<file path="src/rtl/async_fifo_pkg.sv">
// -----------------------------------------------------------------------------
// async_fifo_pkg
// Shared pointer helpers for the dual-clock FIFO. The write-side and read-side
// control blocks both import this package, so they use the same Gray encoding
// and the same pointer-width rules.
//   ptr_width(aw)  : pointer width for a RAM address width aw (one extra wrap bit)
//   fifo_depth(aw) : number of words for a RAM address width aw
//   bin2gray / gray2bin : conversions on a GRAY_MAX_W-bit word. Callers
//                         zero-extend narrower pointers into the word and take
//                         the low bits of the result.
// -----------------------------------------------------------------------------
package async_fifo_pkg;

    localparam int unsigned GRAY_MAX_W = 32;

    typedef logic [GRAY_MAX_W-1:0] gray_word_t;

    function automatic int unsigned ptr_width(input int unsigned aw);
        return aw + 1;
    endfunction

    function automatic int unsigned fifo_depth(input int unsigned aw);
        return 32'd1 << aw;
    endfunction

    function automatic gray_word_t bin2gray(input gray_word_t b);
        return b ^ (b >> 1);
    endfunction

    // Prefix-XOR by doubling shifts: each binary bit becomes the XOR of
    // every Gray bit at or above it.
    function automatic gray_word_t gray2bin(input gray_word_t g);
        gray_word_t b;
        b = g;
        for (int unsigned s = 1; s < GRAY_MAX_W; s = s << 1) begin
            b = b ^ (b >> s);
        end
        return b;
    endfunction

endpackage

</file>
<file path="src/rtl/async_fifo_gray_ptr.sv">
// -----------------------------------------------------------------------------
// async_fifo_gray_ptr
// Binary/Gray pointer register with an increment enable. The register holds
// both the binary count and its Gray image. It also exposes the Gray value the
// pointer will take after this edge, so a full or empty test can be applied to
// the next pointer. The read side reuses this block.
// Ports:
//   i_clk        clock
//   i_rst_n      asynchronous active-low reset (pointer -> 0)
//   i_inc        advance the pointer by one on this edge
//   o_bin        registered binary pointer
//   o_gray       registered Gray pointer
//   o_gray_next  Gray image of (o_bin + i_inc), combinational
// -----------------------------------------------------------------------------
module async_fifo_gray_ptr
    import async_fifo_pkg::*;
#(
    parameter int unsigned W = 9
) (
    input  logic         i_clk,
    input  logic         i_rst_n,
    input  logic         i_inc,
    output logic [W-1:0] o_bin,
    output logic [W-1:0] o_gray,
    output logic [W-1:0] o_gray_next
);

    logic [W-1:0] r_bin;
    logic [W-1:0] r_gray;
    logic [W-1:0] w_bin_next;
    gray_word_t   w_gray_word;
    logic         w_unused_hi;

    assign w_bin_next  = r_bin + {{(W-1){1'b0}}, i_inc};
    assign w_gray_word = bin2gray(gray_word_t'(w_bin_next));
    assign o_gray_next = w_gray_word[W-1:0];
    // Bits above W are zero because the input was zero-extended.
    assign w_unused_hi = ^w_gray_word[GRAY_MAX_W-1:W];

    always_ff @(posedge i_clk or negedge i_rst_n) begin
        if (!i_rst_n) begin
            r_bin  <= '0;
            r_gray <= '0;
        end else begin
            r_bin  <= w_bin_next;
            r_gray <= o_gray_next;
        end
    end

    assign o_bin  = r_bin;
    assign o_gray = r_gray;

endmodule

</file>
<file path="src/rtl/async_fifo_wr_task_logic.sv">
// -----------------------------------------------------------------------------
// async_fifo_wr_task_logic
// Write-side control for the dual-clock FIFO. Everything runs in the write
// clock domain.
// Optional feature macro: ASYNC_FIFO_WR_OVERFLOW_EN adds the wr_overflow output.
// Ports:
//   wrclk        write clock
//   reset_n      asynchronous active-low reset
//   wrreq        write request
//   wrq2_rdptr   Gray read pointer, already two-stage synchronized into wrclk
//   wren         RAM write enable (wrreq & ~wrfull)
//   wraddr       RAM write address (low bits of the registered binary pointer)
//   wrptr        registered Gray write pointer, sent to the read domain
//   wrfull       registered full flag
//   prog_full    registered, used words >= PROG_FULL_THR
//   wrusedw      registered used-word count modulo depth (0 when exactly full)
//   wr_overflow  (macro only) one-cycle pulse per request dropped while full
// -----------------------------------------------------------------------------
module async_fifo_wr_task_logic
    import async_fifo_pkg::*;
#(
    parameter int unsigned FIFO_ADDR_WIDTH = 8,
    parameter int unsigned PROG_FULL_THR   = 192
) (
    input  logic                       wrclk,
    input  logic                       reset_n,
    input  logic                       wrreq,
    input  logic [FIFO_ADDR_WIDTH:0]   wrq2_rdptr,
    output logic                       wren,
    output logic [FIFO_ADDR_WIDTH-1:0] wraddr,
    output logic [FIFO_ADDR_WIDTH:0]   wrptr,
    output logic                       wrfull,
    output logic                       prog_full,
    output logic [FIFO_ADDR_WIDTH-1:0] wrusedw
`ifdef ASYNC_FIFO_WR_OVERFLOW_EN
    ,
    output logic                       wr_overflow
`endif
);

    localparam int unsigned AW = FIFO_ADDR_WIDTH;
    localparam int unsigned PW = ptr_width(AW);

    logic [PW-1:0] w_bin;
    logic [PW-1:0] w_gray;
    logic [PW-1:0] w_gray_next;
    logic [PW-1:0] w_full_pattern;
    logic [PW-1:0] w_used;
    gray_word_t    w_rdbin_word;
    logic          w_unused_hi;
    logic          w_wren;

    logic [PW-1:0] r_rdbin;
    logic          r_full;
    logic          r_prog_full;
    logic [AW-1:0] r_usedw;

    assign w_wren = wrreq & ~r_full;

    async_fifo_gray_ptr #(
        .W (PW)
    ) u_wr_ptr (
        .i_clk       (wrclk),
        .i_rst_n     (reset_n),
        .i_inc       (w_wren),
        .o_bin       (w_bin),
        .o_gray      (w_gray),
        .o_gray_next (w_gray_next)
    );

    // Full when the next write pointer is exactly one lap ahead of the read
    // pointer. In Gray code, that is the top two bits inverted and the rest equal.
    assign w_full_pattern = {~wrq2_rdptr[AW:AW-1], wrq2_rdptr[AW-2:0]};

    assign w_rdbin_word = gray2bin(gray_word_t'(wrq2_rdptr));
    // Bits above PW are zero because the input was zero-extended.
    assign w_unused_hi  = ^w_rdbin_word[GRAY_MAX_W-1:PW];

    // Modulo 2**PW subtraction stays correct across pointer wrap.
    assign w_used = w_bin - r_rdbin;

    always_ff @(posedge wrclk or negedge reset_n) begin
        if (!reset_n) begin
            r_full      <= 1'b0;
            r_rdbin     <= '0;
            r_usedw     <= '0;
            r_prog_full <= 1'b0;
        end else begin
            r_full      <= (w_gray_next == w_full_pattern);
            r_rdbin     <= w_rdbin_word[PW-1:0];
            r_usedw     <= w_used[AW-1:0];
            r_prog_full <= (w_used >= PW'(PROG_FULL_THR));
        end
    end

`ifdef ASYNC_FIFO_WR_OVERFLOW_EN
    logic r_overflow;

    always_ff @(posedge wrclk or negedge reset_n) begin
        if (!reset_n) begin
            r_overflow <= 1'b0;
        end else begin
            r_overflow <= wrreq & r_full;
        end
    end

    assign wr_overflow = r_overflow;
`endif

    assign wren      = w_wren;
    assign wraddr    = w_bin[AW-1:0];
    assign wrptr     = w_gray;
    assign wrfull    = r_full;
    assign prog_full = r_prog_full;
    assign wrusedw   = r_usedw;

endmodule

</file>
<file path="config.mk">
export PLATFORM = sky130hd
export DESIGN_NAME = async_fifo_wr_task_logic
export DESIGN_NICKNAME = d
export VERILOG_FILES = /design/src/rtl/async_fifo_pkg.sv /design/src/rtl/async_fifo_gray_ptr.sv /design/src/rtl/async_fifo_wr_task_logic.sv
export SDC_FILE = /design/constraint.sdc
export NUM_CORES = 1
export LEC_CHECK = 0
export ABC_AREA = 0
export CORE_MARGIN = 1
export CORE_UTILIZATION = 46
export CTS_CLUSTER_DIAMETER = 80
export DETAILED_ROUTE_END_ITERATION = 16
export PLACE_DENSITY_LB_ADDON = 0.08
export SYNTH_ARGS = -nofsm -noshare
export SYNTH_HDL_FRONTEND = slang
export SYNTH_SLANG_ARGS = --single-unit
</file>
<file path="constraint.sdc">
create_clock -name wrclk -period 2.4 [get_ports wrclk]
set_input_delay 0.48 -clock wrclk [delete_from_list [all_inputs] [get_ports wrclk]]
set_output_delay 0.48 -clock wrclk [all_outputs]
set_load 0.01 [all_outputs]
</file>
==> Word level (Yosys, flattened, before mapping) <==
Cells that the tools add are included.
W data, S select, Z words.
{ "word_totals": {"reg_bits": 37, "inputBits": 12, "out_inout_bits": 28} }
{ "classes": {"addsub": 2, "order_cmp": 1, "eq_ne": 1, "bitwise": 9} }
{ "op_table": {"columns": ["operator", "count"], "rows": [
  ["$xor A9 B8 Y9", 2],
  ["$add A9 B1 Y9", 1],
  ["$eq A9 B9 Y1", 1],
  ["$ge A9 B8 Y1 const B", 1],
  ["$sub A9 B9 Y9", 1],
  ["$xor A9 B1 Y9", 1],
  ["$xor A9 B1 Y9 const B", 1],
  ["$xor A9 B5 Y9", 1],
  ["$xor A9 B7 Y9", 1],
  ["$not A2 Y2", 1],
  ["$and A1 B1 Y1", 1],
  ["$not A1 Y1", 1]
]} }

==> Logic depth before layout (Yosys ltp) <==
{ "logic_depth": {"depth_word": 5, "mapped_depth": 11, "depth_no_buf": 10} }

==> Hierarchy <==
A second synthesis with hierarchy kept.
{ "unflattened": {"hier_cells": 162, "area_unflattened_um2": 1861.8} }
{ "modules_own_cells": {"columns": ["mod", "instances", "cells_per_inst", "area_per_inst_um2", "seq_area_each_um2"], "rows": [
  ["async_fifo_wr_task_logic", 1, 101, 1124.8, 475.5],
  ["async_fifo_gray_ptr", 1, 61, 737.0, 425.4]
]} }

==> Least setup slack after synthesis <==
Ideal clock, no wire load.
{ "synth_timing": {"path_type": "input-to-reg", "startpoint": "in wrreq", "endpoint": "reg r_full (netlist: wrfull)", "setup_time_ns": 0.101, "arrival_ns": 2.530, "t_required_ns": 2.299, "setup_slack_ns": -0.231, "stages": 10, "n_path_buf": 1, "cell_sequence": "nor2b_1 -> ha_1 -> ha_1 -> buf_2 -> xor2_2 -> xor2_1 -> and3_1 -> nor2_1 -> or4b_1 -> nor4_1"} }
{ "synth_via": {"elab_chain_cells": 4} }
{ "synth_rtl": {"columns": ["item", "line", "rtl"], "rows": [
  ["from (decl)", "async_fifo_wr_task_logic.sv:27", "input logic wrreq,"],
  ["$and A1 B1 Y1", "async_fifo_wr_task_logic.sv:58", "assign w_wren = wrreq & ~r_full;"],
  ["$add A9 B1 Y9", "async_fifo_gray_ptr.sv:34", "assign w_bin_next = r_bin + {{(W-1){1'b0}}, i_inc};"],
  ["via u_wr_ptr.w_bin_next[2]", "async_fifo_gray_ptr.sv:30", "logic [W-1:0] w_bin_next;"],
  ["$xor A9 B8 Y9", "async_fifo_pkg.sv:27", "return b ^ (b >> 1);"],
  ["$eq A9 B9 Y1", "async_fifo_wr_task_logic.sv:89", "r_full <= (w_gray_next == w_full_pattern);"],
  ["to (signal assigned)", "async_fifo_wr_task_logic.sv:89", null],
  ["to (decl)", "async_fifo_wr_task_logic.sv:54", "logic r_full;"]
]} }
The timed path passes the listed nets, and every way through them passes these cells.

==> Worst setup path after layout <==
{ "layout_timing": {"startpoint": "reg r_full (netlist: wrfull)", "endpoint": "reg r_full (netlist: wrfull)"} }
{ "layout_via": {"elab_chain_cells": 5} }
{ "layout_rtl": {"columns": ["item", "line"], "rows": [
  ["$not A1 Y1", "async_fifo_wr_task_logic.sv:58"],
  ["$and A1 B1 Y1", "async_fifo_wr_task_logic.sv:58"],
  ["$add A9 B1 Y9", "async_fifo_gray_ptr.sv:34"],
  ["via u_wr_ptr.w_bin_next[2]", "async_fifo_gray_ptr.sv:30"],
  ["$xor A9 B8 Y9", "async_fifo_pkg.sv:27"],
  ["$eq A9 B9 Y1", "async_fifo_wr_task_logic.sv:89"]
]} }
The timed path passes the listed nets, and every way through them passes these cells.

==> flow_metrics.env <==
export IMPL_rsz0062_at_grt="false"
export IMPL_outcome="completed"
export IMPL_cts_root_buf="clkbuf_8"
export IMPL_syn_cell_area_mm2=0.00193
export IMPL_fin_crit_sh=0.953
export IMPL_clk_latency_ns=0.29
export IMPL_hp_class="flip-flop to flip-flop"
export IMPL_cts_buffer_depth=2
export IMPL_nets=261
export IMPL_reg2reg_depth=9
export IMPL_synth_top_area_frac=0.467
export IMPL_area_growth_pct=40.4
export IMPL_synth_cell_type_count=38
export IMPL_yosysWarnings=0
export IMPL_synth_seq_cells=36
export IMPL_whs_ns=0.502
export IMPL_cts_buffers=5
export IMPL_synthCells=167
export IMPL_numClockSinks=36
export IMPL_grt_overflow_total=0
export IMPL_grt_max_degree=37
export IMPL_diodes=0
export IMPL_cp_arrival_ns=2.49
export IMPL_leakagePower_uw=0.00132
export IMPL_place_gp_congestion=0.797
export IMPL_via_count=1400
export IMPL_min_delay_path_depth=2
export IMPL_wl_per_cell_um=13.5
export IMPL_n_fill_cell=327
export IMPL_clk_pin_slew_ns=0.07
export IMPL_die_width_um=66.8
export IMPL_hold_violations=0
export IMPL_pin_count=40
export IMPL_finalWorstSetupSlack_ns=0.112
export IMPL_avgViaCountPerCell=4.86
export IMPL_syn_area_per_cell_um2=11.6
export IMPL_dr_pass1_iters=4
export IMPL_maxCapViolCount=0
export IMPL_yosysSeqAreaShare=0.467
export IMPL_synthFlopType="dfrtp_1"
export IMPL_cts_tree="done"
export IMPL_clock_skew_ns=0.0106
export IMPL_cpPeakStageDelay_ns=0.51
export IMPL_synth_edff_count=0
export IMPL_coreArea_mm2=0.00400
export IMPL_mappedNetlistNets=191
export IMPL_crit_path_end_kind="flip-flop"
export IMPL_crit_family="simple AND/OR/NAND/NOR gates"
export IMPL_crit_cells=9
export IMPL_port_buffers=39
export IMPL_timing_critical_path_buf_inv=0
export IMPL_start_kind="flip-flop"
export IMPL_placementRows=23
export IMPL_drt_iter0_markers=23
export IMPL_place_hpwl_um=2970
export IMPL_required_ns=2.60
export IMPL_fmax_ghz=0.437
export IMPL_dieArea_mm2=0.00446
export IMPL_drive_gt1_frac=0.214
export IMPL_fin_setup_tns_ns=0
export IMPL_maxSlewViolCount=0
export IMPL_tightest_slew_ns=0.468
export IMPL_grt_pass1_vias=1417
export IMPL_postRouteAntennaNets=0
export IMPL_maxSlewHeadroom=0.688
export IMPL_routed_wl_um=3900
export IMPL_cts_hold_buf=0
export IMPL_antenna_found_initial=0
export IMPL_route_detailed_drc=0
export IMPL_placedCellCount=274
export IMPL_post_route_min_period_ns=2.29
export IMPL_htree_num_levels=2
export IMPL_max_vdd_ir_drop_v=0.000906
export IMPL_critPathKind="flip-flop to flip-flop"
export IMPL_synth_area_leaders="dfrtp_1, xnor2_1, xor2_1, ha_1, inv_1"
export IMPL_path_cells="nor2b_4 > ha_2 > ha_4 > xor2_4 > xor2_1 > and3_1 > nor2_1 > or4b_1 > nor4_2"
export IMPL_final_seq_area_um2=902
export IMPL_die_y_um=66.8
export IMPL_pre_cts_ws_ns=-0.480
export IMPL_start_util=0.482
export IMPL_grt_usage=0.203
export IMPL_worstPathMaxFanout=5
export IMPL_multiInputGateArea_um2=990
export IMPL_final_cell_count_no_fill=288
export IMPL_powerDensity_mw_per_mm2=1260
export IMPL_critical_path_slowest_cell="or4b_1"
export IMPL_setup_viol=0
export IMPL_synthArstFlopShare=1.00
export IMPL_synth_largest_area_cell="dfrtp_1"
export IMPL_grt_pass1_wl_um=6510
==> final cells by class <==
cell class | count | area share
repair buffers | 67 | 0.223
well taps | 50 | 0.0231
clock inverters | 3 | 0.00693
multi-input cells | 110 | 0.365
inverters | 17 | 0.0236
clock buffers | 5 | 0.0254
flip-flops and latches | 36 | 0.333
==> power by group <==
part | internal [uW] | switching [uW]
Clock | 202 | 225
Combinational | 1100 | 880
Sequential | 855 | 145
==> routing by layer <==
metal,vias up,share of wire,track usage
met5,-,0,0
met4,0,0.019,0.0771
met3,8,0.033,0.0462
met2,31,0.51,0.342
met1,672,0.44,0.251
li1,689,-,-
==> cells in the mapped netlist, types with 2 or more instances <==
master / instances
buf_2: 3
xnor3_1: 2
xor2_1: 17
and4_1: 2
inv_1: 17
xor2_2: 2
xnor2_2: 3
nand2_1: 10
xnor2_1: 17
dfrtp_1: 36
o21ai_0: 2
a21o_1: 3
nand3_1: 3
nor3_1: 2
mux2i_1: 2
o22ai_1: 2
ha_1: 11
nor2_1: 5
a21oi_1: 6
nor2b_1: 4
==> through the flow <==
| step | total power [uW] | util | instance area [um^2] |
|---|---|---|---|
| after floorplan | 2130 | - | 1970 |
| after global placement | 2870 | 0.641 | 2560 |
| after detailed placement | 2940 | 0.641 | 2560 |
| after CTS | 3420 | 0.675 | 2700 |
| after global routing | 3680 | 0.677 | 2710 |
| final | 3410 | 0.677 | 2710 |
==> flip-flops by register name (all words and copies together) (netlist names) <==
register and flops:
prog_full 1, r_rdbin 9, u_wr_ptr.o_bin 9, u_wr_ptr.o_gray 8, wrfull 1, wrusedw 8
==> cell usage in the layout (no fill, tap or decap), drive strengths merged, types with 2 or more instances in the layout <==
cell           netlist  layout
clkdlybuf4s50        0      38
dfrtp               36      36
buf                  3      28
xnor2               20      20
xor2                19      19
inv                 17      17
ha                  11      11
nand2               10      10
a21oi                6       6
nor2                 5       5
clkbuf               1       5
nor2b                4       4
a21o                 3       3
nand3                3       3
clkinv               0       3
o21ai                2       2
and4                 2       2
o22ai                2       2
xnor3                2       2
mux2i                2       2
nor3                 2       2
==> cell families (layout without fill, tap and decap cells) <==
kind of cell               after synthesis  after routing  synth area share
and+or+nand+nor                         34             34            0.0973
xor gates and xnor gates                42             42             0.233
buffers and inverters                   21             92            0.0428
AOI/OAI and AO/OA                       20             20            0.0681
DFF                                     36             36             0.467
adders and majority gates               12             12            0.0817
muxes                                    2              2            0.0104
==> worst paths after layout <==
kind	start	to	slack (ns)
min in group asynchronous	reset_n	wrusedw[2]	0.61
worst max register to register	wrfull	wrfull	0.11
worst min-delay path	r_rdbin[0]	wrusedw[0]	0.50
worst min register to register	r_rdbin[0]	wrusedw[0]	0.50
worst max-delay path	wrfull	wrfull	0.11
max in group asynchronous	reset_n	u_wr_ptr.o_bin[1]	1.44
==> timing repair <==
item | CTS | global route
setup endpoints to repair | 1 | 2
buffers inserted | 5 | 1
pin swaps | 8 | 1
gates resized for setup | 5 | 1
==> worst register-to-register path, cell delays in order, from the launching register on <==
cell and delay (ns):
dfrtp_1 0.43, nor2b_4 0.15, ha_2 0.20, ha_4 0.20, xor2_4 0.16, xor2_1 0.19, and3_1 0.18, nor2_1 0.04
or4b_1 0.51, nor4_2 0.15
Power figures use the tool's default switching activity.
